`src/rtl/serial_subtractor.sv`:
```
`default_nettype none
// ============================================================================
// Module   : serial_subtractor
// Purpose  : Bit-serial subtractor. Computes a - b - bin (modulo 2^WIDTH)
//            one bit per clock, LSB first, through a single full-subtractor
//            cell. The result and final borrow are published together when
//            the operation completes and are held until the next completion.
// Ports    : clk        - rising-edge clock
//            rst        - asynchronous active-high reset
//            start      - begin a subtraction (accepted in IDLE only)
//            a, b       - minuend / subtrahend, captured on accepted start
//            bin        - borrow-in, captured on accepted start
//            difference - last completed result
//            borrow     - last completed borrow-out of the MSB stage
//            busy       - high while bits are being processed
//            done       - one-cycle pulse when a new result is valid
// Revision : 1.0 - initial release
// ============================================================================
module serial_subtractor #(
    parameter int WIDTH = 8
) (
    input  logic             clk,
    input  logic             rst,
    input  logic             start,
    input  logic [WIDTH-1:0] a,
    input  logic [WIDTH-1:0] b,
    input  logic             bin,
    output logic [WIDTH-1:0] difference,
    output logic             borrow,
    output logic             busy,
    output logic             done
);

    // Counter must reach WIDTH without wrapping.
    localparam int CNT_W = $clog2(WIDTH + 1);
    localparam logic [CNT_W-1:0] c_last_bit = CNT_W'(WIDTH - 1);

    typedef enum logic [1:0] {
        S_IDLE  = 2'd0,
        S_SHIFT = 2'd1,
        S_DONE  = 2'd2
    } state_t;

    state_t           state_q, state_d;
    logic [WIDTH-1:0] a_q, a_d;
    logic [WIDTH-1:0] b_q, b_d;
    logic [WIDTH-1:0] res_q, res_d;
    logic [WIDTH-1:0] diff_q, diff_d;
    logic [CNT_W-1:0] cnt_q, cnt_d;
    logic             z_q, z_d;
    logic             borrow_q, borrow_d;

    logic [WIDTH-1:0] w_bit_mask;
    logic             w_x;
    logic             w_y;
    logic             w_d;
    logic             w_bout;
    logic [WIDTH-1:0] w_res_shifted;

    // Operands stay untouched after capture; the current bit is selected
    // by the counter instead of shifting the operand registers.
    assign w_bit_mask = WIDTH'(1) << cnt_q;
    assign w_x        = |(a_q & w_bit_mask);
    assign w_y        = |(b_q & w_bit_mask);

    // Full-subtractor cell.
    assign w_d    = w_x ^ w_y ^ z_q;
    assign w_bout = (~w_x & w_y) | (~(w_x ^ w_y) & z_q);

    // New bit enters at the MSB so that after WIDTH shifts the LSB-first
    // stream sits in natural bit order. Written as a full-width shift plus
    // MSB overwrite so it is also valid for WIDTH=1.
    always_comb begin
        w_res_shifted            = res_q >> 1;
        w_res_shifted[WIDTH-1]   = w_d;
    end

    always_comb begin
        state_d  = state_q;
        a_d      = a_q;
        b_d      = b_q;
        res_d    = res_q;
        diff_d   = diff_q;
        cnt_d    = cnt_q;
        z_d      = z_q;
        borrow_d = borrow_q;

        case (state_q)
            S_IDLE: begin
                if (start) begin
                    a_d     = a;
                    b_d     = b;
                    z_d     = bin;
                    cnt_d   = '0;
                    res_d   = '0;
                    state_d = S_SHIFT;
                end
            end
            S_SHIFT: begin
                res_d = w_res_shifted;
                z_d   = w_bout;
                cnt_d = cnt_q + CNT_W'(1);
                if (cnt_q == c_last_bit) begin
                    // Publish the complete result on the same edge as DONE.
                    diff_d   = w_res_shifted;
                    borrow_d = w_bout;
                    state_d  = S_DONE;
                end
            end
            S_DONE: begin
                state_d = S_IDLE;
            end
            default: begin
                state_d = S_IDLE;
            end
        endcase
    end

    always_ff @(posedge clk or posedge rst) begin
        if (rst) begin
            state_q  <= S_IDLE;
            a_q      <= '0;
            b_q      <= '0;
            res_q    <= '0;
            diff_q   <= '0;
            cnt_q    <= '0;
            z_q      <= 1'b0;
            borrow_q <= 1'b0;
        end else begin
            state_q  <= state_d;
            a_q      <= a_d;
            b_q      <= b_d;
            res_q    <= res_d;
            diff_q   <= diff_d;
            cnt_q    <= cnt_d;
            z_q      <= z_d;
            borrow_q <= borrow_d;
        end
    end

    assign difference = diff_q;
    assign borrow     = borrow_q;
    assign busy       = (state_q == S_SHIFT);
    assign done       = (state_q == S_DONE);

endmodule
`default_nettype wire

```
`config.mk`:
```
export PLATFORM = sky130hd
export DESIGN_NAME = serial_subtractor
export DESIGN_NICKNAME = d
export VERILOG_FILES = /design/src/rtl/serial_subtractor.sv
export SDC_FILE = /design/constraint.sdc
export NUM_CORES = 1
export LEC_CHECK = 0
export CELL_PAD_IN_SITES_DETAIL_PLACEMENT = 1
export CELL_PAD_IN_SITES_GLOBAL_PLACEMENT = 2
export CORE_MARGIN = 2
export CORE_UTILIZATION = 32
export DETAILED_ROUTE_END_ITERATION = 6
export GPL_TIMING_DRIVEN = 0
export PLACE_DENSITY = 0.74
export RECOVER_POWER = 25
export SLEW_MARGIN = 20
export SYNTH_ARGS = -nofsm -noshare
export SYNTH_HDL_FRONTEND = slang
export SYNTH_SLANG_ARGS = --single-unit
```
`constraint.sdc`:
```
create_clock -name clk -period 2.9 [get_ports clk]
set_input_delay 0.58 -clock clk [delete_from_list [all_inputs] [get_ports clk]]
set_output_delay 0.58 -clock clk [all_outputs]
set_load 0.02 [all_outputs]
```
==> impl_metrics.ini <==
[die]
die_area_um2 = 6016
core_area_um2 = 5172
fp.dieW_um = 77.56
die_h_um = 77.56
rows = 26
start_util_pct = 33.48
ios = 31

[sta]
min_period_over_period_pct = 90.66
skew_ns = 0.007370
hold_viol = 0
worstMarginPinSlew_ns = 1.301
tns_ns = 0
final-max-slew-violation-count = 0
slew_headroom_pct = 13.29
rsz0062_at_grt = false
holdWs_ns = 0.4874
period_needed_ns = 2.629
fmax_ghz = 0.3804
setup_viol = 0

[worst_hold_path]
holdPathEnd = a_q[5]$_DFFE_PP0P_
hold_depth = 2
hold_path_class = register to register
min_from = a_q[5]$_DFFE_PP0P_

[yosys]
synth_nets = 199
async_flop_share_pct = 100.0
synth_most_common_cell = nand2_1
yosys_register_bits = 39
yosysTopAreaCellShare_pct = 56.36
synth_fa_ha_area_share_pct = 5.491
syn_area_per_cell_um2 = 10.07
yosys-top-cells-count = nand2_1, dfrtp_1, nand3_1
synth_area_um2 = 1732
synth_xor_area_share_pct = 0
ys.flop_type = dfrtp_1
synth_edf_count = 0
ys_types = 27
synth_top_family_by_area = simple AND/OR/NAND/NOR gates
synth_area_leaders = dfrtp_1, nand2_1, mux2_2, ha_1, nand3_1
muxShareOfSynthArea_pct = 6.358
syn_inst = 172
synth-compound-area-share_pct = 7.225
synthSimpleGateAreaFrac_pct = 21.03
synth_seq_area_share_pct = 56.36
yosys.area.top_type = dfrtp_1
synthesis.yosys.warnings = 0

[finish]
nNetsFinal = 236
finalNonFillerCells = 280
syn_to_final_growth_pct = 29.70
final_core_util_pct = 43.42
drive_gt1_share_pct = 11.43
n_antenna_cell = 0

[power]
p_total_mw = 2.507
clockPowerShare_pct = 19.2
cellLeakagePower_nw = 1.076
swShare_pct = 38.16
irDropWorstVdd_v = 0.0003550
combPwrFrac_pct = 41.7
p_per_area_nw_per_um2 = 1116
p_sw_uw = 956.9
p_int_mw = 1.550
power_frac_seq_pct = 39.1

[route]
first_iter_violations = 30
drt_wl_total_mm = 4.096
route.detailed.wl_per_inst_um = 14.63
vias = 1326
drc_errors = 0
antenna_left = 0
firstDrtPassIters = 4
routed_via_density = 4.736

[critical_path]
r2r-end = difference[7]$_DFFE_PP0P_
cp_max_fo = 12
crit_start = state_q[1]$_DFFE_PP0P_
required_ns = 2.32
worstPathArrival_ns = 2.05
cp-end-kind = primary output
reg2reg_slack_ns = 0.64
critPathKind = register to primary output
reg2reg_from = cnt_q[0]$_DFFE_PP0P_
critPathLaunchType = register
reg2reg_depth = 7

[cts]
tritoncts = done
clkTransAtPathRegs_ns = 0.08
ctsHtreeMaxLevel = 2
cts_sinks = 39
cts_root_buf = clkbuf_8
cts_buffers = 5
clock_latency_ns = 0.30
cts.path.max_buffers = 2
postCtsSetupRepairBufs = 0
cts.repair.resized = 0

[place]
hpwl_mm = 3.015
place_inst = 273
gp_congestion = 0.7316
port_buffers = 30

[outcome]
status = completed

[grt]
antenna_found_initial = 0
grt_pass1_vias = 1469
grt_usage_pct = 15.51
overflow = 0
grt_pass1_wl_mm = 7.203
grt_max_degree = 30

[flow_run]
maxCapViolCount = 0
[area by class of cell]
class	count	area, um^2
clock buffers	6	82.58
plain buffers	7	31.28
fillers	584	2927
multi-input cells	118	694.4
clock inverters	2	35.03
well taps	70	87.58
inverters	7	26.28
flip-flops and latches	39	975.9
repair buffers	31	312.8
[logic make-up after synthesis]
kind of cell,after synthesis
adder cells (fa/ha/maj),7
buffers and inverters,15
AND/OR/NAND/NOR,84
AO/OA/AOI/OAI,17
multiplexers,10
flip-flops,39
[metal layers]
metal	vias to the layer above	track usage [%]	part of all wire, %
li1	638	-	-
met1	657	19.58	47
met2	24	25.13	47
met3	7	4.186	3.9
met4	0	6.429	2.0
met5	-	0	0
[timing repair]
action	CTS	global route
hold buffers	0	0
endpoints found under the setup margin	0	1
endpoints found under the hold margin	0	0
[power by group through the flow]
stage	clock network [mW]	logic (mW)	registers, mW
2_1_floorplan	0	0.632	1.02
3_3_place_gp	0	1.03	0.976
3_5_place_dp	0	1.08	0.996
4_1_cts	0.491	1.08	0.985
5_1_grt	0.514	1.19	1.02
6_report	0.481	1.05	0.981
[sequential cells by signal (all words and copies together), names as in the netlist]
| signal | cells |
|---|---|
| a_q | 8 |
| b_q | 8 |
| difference | 8 |
| res_q | 7 |
| cnt_q | 4 |
| state_q | 2 |
| borrow | 1 |
| z_q | 1 |
[worst max-delay path: stages, from the launching register on]
cell             delay (ns)
dfrtp_1                0.41
nand2b_1               0.15
clkbuf_2               0.17
inv_1                  0.32
clkdlybuf4s50_1        0.69
[through the flow]
step / worst slack, ns / instance area, um^2
after floorplan: 0.8517 / 1732
after global placement: 0.3996 / 2120
after detailed placement: 0.3876 / 2140
after CTS: 0.04870 / 2257
after global routing: 0.1069 / 2246
final: 0.2709 / 2246
[cells in the final DEF, fill, tap and decap left out, types with 2 or more instances in the layout]
cell             netlist  layout
ha_1                   6       6
nand2_1               67      67
a221o_1                2       2
a22o_1                 2       2
nor2b_1                2       2
clkbuf_8               0       6
a32oi_1                2       2
clkdlybuf4s50_1        0      29
mux2_2                 8       8
nand3_1               10      10
o21ai_0                5       5
dfrtp_1               39      39
buf_2                  3       3
a22oi_1                2       2
clkbuf_1               3       2
inv_1                  7       7
mux2i_1                2       2
[how the worst max path moves through the flow]
stage,end,cells after the start
final,busy,4
after CTS,busy,5
after floorplan,difference[7]$_DFFE_PP0P_,7
after detailed placement,busy,5
after global routing,a_q[1]$_DFFE_PP0P_,3
after global placement,busy,5
No activity file was read; power rests on OpenSTA's default activity.
